<file path="src/rtl/cache_arbiter.sv">
// Round-robin arbiter: I-cache and D-cache share one physical memory port; pmem command one cycle after an IDLE request.
// Requests are level-held until resp. The loser waits, and each resp is followed by one forced IDLE cycle.
module cache_arbiter #(
  parameter int LINE_W = 256,
  parameter int ADDR_W = 32
) (
  input  logic              clk,
  input  logic              rst,
  input  logic              i_read,
  input  logic [ADDR_W-1:0] i_address,
  output logic [LINE_W-1:0] i_rdata,
  output logic              i_resp,
  input  logic              d_read,
  input  logic              d_write,
  input  logic [ADDR_W-1:0] d_address,
  input  logic [LINE_W-1:0] d_wdata,
  output logic [LINE_W-1:0] d_rdata,
  output logic              d_resp,
  output logic              pmem_read,
  output logic              pmem_write,
  output logic [ADDR_W-1:0] pmem_address,
  output logic [LINE_W-1:0] pmem_wdata,
  input  logic [LINE_W-1:0] pmem_rdata,
  input  logic              pmem_resp
);

  typedef enum logic [1:0] {
    IDLE    = 2'd0,
    SERVE_I = 2'd1,
    SERVE_D = 2'd2
  } state_t;

  state_t            state, state_nxt;
  logic              last_d;
  logic              lat_write;
  logic [ADDR_W-1:0] lat_addr;
  logic [LINE_W-1:0] lat_wdata;
  logic              i_req, d_req, grant_i, grant_d;

  assign i_req = i_read;
  assign d_req = d_read | d_write;

  // On a tie the side that did not win last time gets the port.
  assign grant_d = (state == IDLE) && d_req && (!i_req || !last_d);
  assign grant_i = (state == IDLE) && i_req && (!d_req || last_d);

  assign i_rdata = pmem_rdata;
  assign d_rdata = pmem_rdata;

  always_ff @(posedge clk) begin
    if (!rst) begin
      state     <= IDLE;
      last_d    <= 1'b0;
      lat_write <= 1'b0;
      lat_addr  <= '0;
      lat_wdata <= '0;
    end else begin
      state <= state_nxt;
      if (grant_d) begin
        last_d    <= 1'b1;
        lat_write <= d_write;
        lat_addr  <= d_address;
        lat_wdata <= d_wdata;
      end else if (grant_i) begin
        last_d    <= 1'b0;
        lat_write <= 1'b0;
        lat_addr  <= i_address;
        lat_wdata <= '0;
      end
    end
  end

  always_comb begin
    state_nxt    = state;
    pmem_read    = 1'b0;
    pmem_write   = 1'b0;
    pmem_address = '0;
    pmem_wdata   = '0;
    i_resp       = 1'b0;
    d_resp       = 1'b0;
    case (state)
      IDLE: begin
        if (grant_d)      state_nxt = SERVE_D;
        else if (grant_i) state_nxt = SERVE_I;
      end
      SERVE_I: begin
        pmem_read    = 1'b1;
        pmem_address = lat_addr;
        if (pmem_resp) begin
          i_resp    = 1'b1;
          state_nxt = IDLE;
        end
      end
      SERVE_D: begin
        // A writeback latched together with a read is issued as a write only.
        pmem_write   = lat_write;
        pmem_read    = !lat_write;
        pmem_address = lat_addr;
        pmem_wdata   = lat_wdata;
        if (pmem_resp) begin
          d_resp    = 1'b1;
          state_nxt = IDLE;
        end
      end
      default: state_nxt = IDLE;
    endcase
  end

endmodule

</file>
<file path="config.mk">
export PLATFORM = sky130hd
export DESIGN_NAME = cache_arbiter
export DESIGN_NICKNAME = d
export VERILOG_FILES = /design/src/rtl/cache_arbiter.sv
export SDC_FILE = /design/constraint.sdc
export NUM_CORES = 1
export LEC_CHECK = 0
export BUFFER_PORTS_ARGS = -buffer_cell sky130_fd_sc_hd__buf_2
export CAP_MARGIN = 25
export CELL_PAD_IN_SITES_DETAIL_PLACEMENT = 1
export CELL_PAD_IN_SITES_GLOBAL_PLACEMENT = 1
export CORE_AREA = 2 2 539 541
export CTS_BUF_LIST = sky130_fd_sc_hd__clkbuf_2 sky130_fd_sc_hd__clkbuf_4 sky130_fd_sc_hd__clkbuf_8
export CTS_CLUSTER_SIZE = 16
export DETAILED_ROUTE_END_ITERATION = 10
export DIE_AREA = 0 0 541 543
export PLACE_DENSITY_LB_ADDON = 0.1
export SLEW_MARGIN = 20
export SYNTH_ARGS = -nofsm -noshare
export SYNTH_HDL_FRONTEND = slang
export SYNTH_SLANG_ARGS = --single-unit
</file>
<file path="constraint.sdc">
create_clock -name clk -period 2.4 [get_ports clk]
set_input_delay 0.48 -clock clk [delete_from_list [all_inputs] [get_ports clk]]
set_output_delay 0.48 -clock clk [all_outputs]
set_load 0.05 [all_outputs]
</file>
# After elaboration in Yosys (flattened, before gate mapping)
# Index checks and enable logic that the tools add are counted.
[word_totals]
elab_cells = 42
input_bits = 582
reg_bits = 292
[classes]
n_bitwise = 1
eq_ne = 4
n_reduce_logical = 14
n_mux = 18
[ops]
columns = ["cell", "n"]
rows = [
  ["2-to-1 mux 256 bit", 3],
  ["2-to-1 mux 32 bit", 3],
  ["2-to-1 mux 1 bit", 7],
  ["2-to-1 mux 2 bit", 3],
  ["logical AND 1 bit", 4],
  ["logical NOT 1 bit", 4],
  ["one-hot mux 2 bit (2 select lines)", 1],
  ["inequality test 3 bit (second input constant)", 1],
  ["equality test 2 x 1 -> 1 bit (second input constant)", 1],
  ["equality test 2 bit (second input constant)", 1],
  ["logical NOT 2 bit", 1],
  ["logical OR 1 bit", 2],
  ["inequality test 2 x 1 -> 1 bit (second input constant)", 1],
  ["one-hot mux 1 bit (2 select lines)", 1],
  ["AND reduction 2 bit", 1],
  ["nonzero test 2 bit", 1],
  ["OR reduction 2 bit", 1],
  ["bitwise OR 1 bit", 1],
]

# Longest topological paths before layout
[logic_depth]
ltp_word = 7
ltp_mapped = 8
mapped_depth_nobuf = 5

# Least setup slack after synthesis
# No wires, ideal clock.
[synth_timing]
path_kind = "register -> output"
start = "register state[0]"
end = "output port pmem_wdata[100]"
stages_incl_launch_ff = 7
t_arrival_ps = 1659
setup_slack_ps = 261
cell_sequence = "dfxtp_1 -> inv_1 -> ha_1 -> clkbuf_1 -> clkbuf_1 -> clkbuf_1 -> and2_1"
[synth_via]
elab_chain_cells = 2
[synth_lines]
columns = ["item", "line_no", "source"]
rows = [
  ["start, declared", "33", "state_t state, state_nxt;"],
  ["start signal, assigned", "58", "state <= state_nxt;"],
  ["equality test 2 bit", "81", "case (state)"],
  ["2-to-1 mux 256 bit", "81", ""],
  ["end, declared", "22", "output logic [LINE_W-1:0] pmem_wdata,"],
]
# No other way between the ends.

# Worst setup path after layout
[layout_timing]
start = "register state[0]"
end = "output port pmem_wdata[86]"
# The elaborated chain is that of the path after synthesis.

==> metrics.txt <==
# TYPE chip_impl_metric gauge
chip_impl_metric{name="synth-seq-area-share",unit="%"} 38.7
chip_impl_metric{name="synth_mux_area_share",unit="%"} 0
chip_impl_metric{name="timing.final.max_slew_violations",unit=""} 0
chip_impl_metric{name="firstDrtPassIters",unit=""} 4
chip_impl_metric{name="width_of_the_die",unit="um"} 541
chip_impl_info{name="criticalPathCategory",value="reg2out"} 1
chip_impl_metric{name="finalWorstPathRequiredPeriod",unit="ps"} 2750
chip_impl_metric{name="max_slew.worst_pin.slew",unit="ps"} 651
chip_impl_metric{name="post_synth_xor_area_fraction",unit="%"} 0
chip_impl_metric{name="total_power",unit="mW"} 27.6
chip_impl_metric{name="cell_area_power_density",unit="mW/mm2"} 981
chip_impl_info{name="synth.top_cells.by_area",value="sky130_fd_sc_hd__dfxtp_1 (39%), sky130_fd_sc_hd__buf_4 (26%), sky130_fd_sc_hd__a22o_1 (15%)"} 1
chip_impl_metric{name="tot_gr_track_use",unit="%"} 6.37
chip_impl_metric{name="vias",unit=""} 12885
chip_impl_metric{name="drt_wl_total",unit="um"} 97100
chip_impl_metric{name="synth_nets",unit=""} 2140
chip_impl_metric{name="postSynth.asyncResetShare",unit="%"} 0
chip_impl_metric{name="gp_congestion",unit=""} 0.666
chip_impl_info{name="crit_chain",value="inv_4, ha_4, buf_12, buf_16, and2_4, buf_8"} 1
chip_impl_metric{name="path_buf_inv",unit=""} 4
chip_impl_metric{name="worst_ep_arrival_time",unit="ps"} 2270
chip_impl_metric{name="worst_skew_pair.late_latency",unit="ps"} 820
chip_impl_metric{name="place_hpwl",unit="um"} 73700
chip_impl_metric{name="tns",unit="ps"} -78790
chip_impl_metric{name="netlist_area",unit="mm2"} 0.0151
chip_impl_info{name="grt_setup_unrepaired",value="true"} 1
chip_impl_metric{name="finalSetupViolCount",unit=""} 292
chip_impl_metric{name="ys_ff_latch",unit=""} 292
chip_impl_info{name="hold_path.class",value="in2reg"} 1
chip_impl_metric{name="final_instance_area",unit="mm2"} 0.0281
chip_impl_metric{name="maximum_achievable_frequency",unit="MHz"} 364
chip_impl_metric{name="wire_length_on_met2",unit="um"} 42700
chip_impl_metric{name="fin_ws",unit="ps"} -349
chip_impl_metric{name="initial_core_util",unit="%"} 5.26
chip_impl_metric{name="power.leakage",unit="nW"} 10.9
chip_impl_info{name="worst_path_dominant_cell_family",value="buffers and inverters"} 1
chip_impl_metric{name="timing.clock.skew",unit="ps"} 99.9
chip_impl_metric{name="grt_max_degree",unit=""} 64
chip_impl_info{name="timing.critical_path.to_type",value="output pin"} 1
chip_impl_metric{name="route.antenna.remaining_nets",unit=""} 0
chip_impl_info{name="crit_path_top_delay_cell",value="sky130_fd_sc_hd__dfxtp_2"} 1
chip_impl_metric{name="post_route_cells_drive_above_1_share",unit="%"} 48.3
chip_impl_metric{name="synth_top_area_share",unit="%"} 38.7
chip_impl_metric{name="die_area",unit="mm2"} 0.294
chip_impl_metric{name="cap_violations",unit=""} 0
chip_impl_metric{name="timing.hold.ws",unit="ps"} 171
chip_impl_metric{name="synth-compound-area-share",unit="%"} 19.8
chip_impl_info{name="run_status",value="finished with violations"} 1
chip_impl_metric{name="post-route-drc-count",unit=""} 0
chip_impl_metric{name="boundary_pin_count",unit=""} 1386
chip_impl_metric{name="first_global_vias",unit=""} 14835
chip_impl_metric{name="grt_overflow",unit=""} 0
chip_impl_metric{name="cts_buffer_depth",unit=""} 3
chip_impl_metric{name="areaGrowthSynthToFinish",unit="%"} 86.0
chip_impl_metric{name="placeableCoreArea",unit="mm2"} 0.287
chip_impl_metric{name="critical_path_peak_fanout",unit=""} 23
chip_impl_metric{name="numCtsBuffers",unit=""} 76
chip_impl_metric{name="number_of_i_o_port_buffers",unit=""} 617
chip_impl_metric{name="worst_ir_drop_vdd",unit="mV"} 0.373
chip_impl_metric{name="drt-initial-drc-count",unit=""} 391
chip_impl_info{name="violations_in_the_final_reports",value="setup timing"} 1
chip_impl_info{name="dominantRegCellSynth",value="sky130_fd_sc_hd__dfxtp_1"} 1
chip_impl_info{name="critical_path.startpoint_type",value="flop"} 1
chip_impl_metric{name="critical_path_required",unit="ps"} 1920
chip_impl_info{name="netlist_top_cells_count",value="sky130_fd_sc_hd__buf_4 (518), sky130_fd_sc_hd__and2_1 (292), sky130_fd_sc_hd__dfxtp_1 (292)"} 1
chip_impl_metric{name="clk_pin_slew_worst_paths",unit="ps"} 70
chip_impl_metric{name="num_rows",unit=""} 197
chip_impl_metric{name="grt_first_pass_wirelength",unit="um"} 128000
chip_impl_metric{name="synth_enable_flop_cells",unit=""} 0
chip_impl_metric{name="crit_path_max_incr_delay",unit="ps"} 330
chip_impl_info{name="tritoncts",value="done"} 1
chip_impl_metric{name="wl_per_cell",unit="um"} 16.5
chip_impl_metric{name="detailroute.wirelength.met3",unit="um"} 10600
chip_impl_metric{name="preCtsSetupSlack",unit="ps"} 211
chip_impl_metric{name="synth_adder_area_share",unit="%"} 0.331
chip_impl_info{name="yosys.cell_count.top_type",value="sky130_fd_sc_hd__buf_4"} 1
chip_impl_metric{name="slew-limit-headroom",unit="%"} 56.6
chip_impl_metric{name="routed_via_density",unit=""} 2.19
chip_impl_metric{name="detail_route.wirelength.met1",unit="um"} 38800
chip_impl_metric{name="grt_antenna_before_repair",unit=""} 27
chip_impl_metric{name="postSynthAreaPerCell",unit="um2"} 9.73
chip_impl_info{name="main_combinational_cell_family_by_area_after_synthesis",value="buffers and inverters"} 1
chip_impl_info{name="yosys.area.top_type",value="sky130_fd_sc_hd__dfxtp_1"} 1
chip_impl_metric{name="area_fraction_in_and_or_nand_and_nor_cells_after_synthesis",unit="%"} 12.5
chip_impl_metric{name="die_height",unit="um"} 543
chip_impl_metric{name="hold_viol_final",unit=""} 0
chip_impl_metric{name="detailed_place.area",unit="mm2"} 0.0207
chip_impl_info{name="maxUsedRoutingLayer",value="met5"} 1
chip_impl_metric{name="cts_num_sinks",unit=""} 292
chip_impl_metric{name="final.period_utilization",unit="%"} 115
chip_impl_metric{name="synth_cells",unit=""} 1554
chip_impl_info{name="clockRootBuffer",value="sky130_fd_sc_hd__clkbuf_8"} 1
chip_impl_metric{name="synth.yosys.warnings",unit=""} 0
chip_impl_metric{name="yosys.cell_types.count",unit=""} 28
chip_impl_metric{name="nets",unit=""} 2628
chip_impl_metric{name="cts_htree_levels",unit=""} 3
worst register-to-register path, cell delays in order (launching register included):
cell and delay, ps:
sky130_fd_sc_hd__dfxtp_4 380, sky130_fd_sc_hd__inv_4 50, sky130_fd_sc_hd__buf_4 120, sky130_fd_sc_hd__buf_4 130, sky130_fd_sc_hd__ha_1 180, sky130_fd_sc_hd__a21boi_1 130
sky130_fd_sc_hd__buf_4 160, sky130_fd_sc_hd__a221oi_4 280, sky130_fd_sc_hd__buf_12 180, sky130_fd_sc_hd__buf_12 190, sky130_fd_sc_hd__buf_12 230, sky130_fd_sc_hd__a22o_1 160
what timing repair did:
| action | in CTS | in global routing |
|---|---|---|
| pin swaps | 14 | 35 |
| gates cloned | 7 | 7 |
| hold buffers | 317 | 0 |
| endpoints found under the setup margin | 292 | 292 |
| gates resized for setup | 374 | 265 |
| buffers inserted | 14 | 9 |
| endpoints found under the hold margin | 290 | 0 |
path summary, 6_finish.rpt:
check / from / to / slack (ps) / cells after the start
setup / recovery: state[0] / pmem_wdata[86] / -350 / 6
hold / removal: d_address[14] / lat_addr[14] / 170 / 3
setup reg to reg: state[1] / lat_wdata[170] / 100 / 11
hold reg to reg: lat_wdata[178] / lat_wdata[178] / 470 / 1
sequential cells by signal (all words and copies together), names as in the netlist:
name / count
state: 2
lat_write: 1
lat_addr: 32
last_d: 1
lat_wdata: 256
cells in the final DEF, fill, tap and decap left out, drive strengths merged:
cell | netlist | final
buf | 562 | 704
dlygate4sd3 | 0 | 317
dfxtp | 292 | 292
and2 | 292 | 292
a22o | 257 | 257
clkbuf | 55 | 127
o31a | 32 | 32
o221a | 32 | 32
diode | 0 | 13
inv | 4 | 10
clkinv | 0 | 5
ha | 4 | 4
nand2 | 3 | 3
bufinv | 0 | 3
nor2 | 3 | 3
nor2b | 2 | 2
o21a | 2 | 2
o21ai | 2 | 2
nand3 | 2 | 2
a221oi | 2 | 2
o21bai | 1 | 1
a21boi | 1 | 1
or2 | 1 | 1
a21bo | 1 | 1
nor3 | 1 | 1
nand2b | 1 | 1
a211oi | 1 | 1
a311o | 1 | 1
clkinvlp | 0 | 1
per-layer routing:
metal | up-vias | track usage, %
met5 | - | 0
met4 | 2 | 3.12
met3 | 305 | 3.42
met2 | 779 | 9.86
met1 | 5973 | 7.08
li1 | 5826 | -
power breakdown:
group	switching, mW	internal [mW]
registers	0.841	6.06
logic	7.33	5.91
clock network	3.16	4.31
total	11.3	16.3
metrics by stage:
stage          std cells  utilization, %
4_1_cts             5866            9.40
3_5_place_dp        5392            7.21
5_1_grt             5888            9.78
6_report            5894            9.79
3_3_place_gp        5392            7.21
2_1_floorplan       1554               -
cells by family (layout without fill, tap and decap cells):
logic type      count (synthesis)  in the layout
flops                         292            292
fa+ha+maj                       4              4
simple gates                  305            305
buf+inv                       621           1167
compound gates                332            332
other cells                     0             13
cell type report:
cell class	count	area, um2
fill	33664	259000
timing repair buffer	1027	10500
sequential	292	5850
multi-input combinational	641	5300
tap	3781	4730
clock buffer	121	1500
clock inverter	15	195
antenna	13	32.5
inverter	4	20.0
Power figures use the tool's default switching activity.
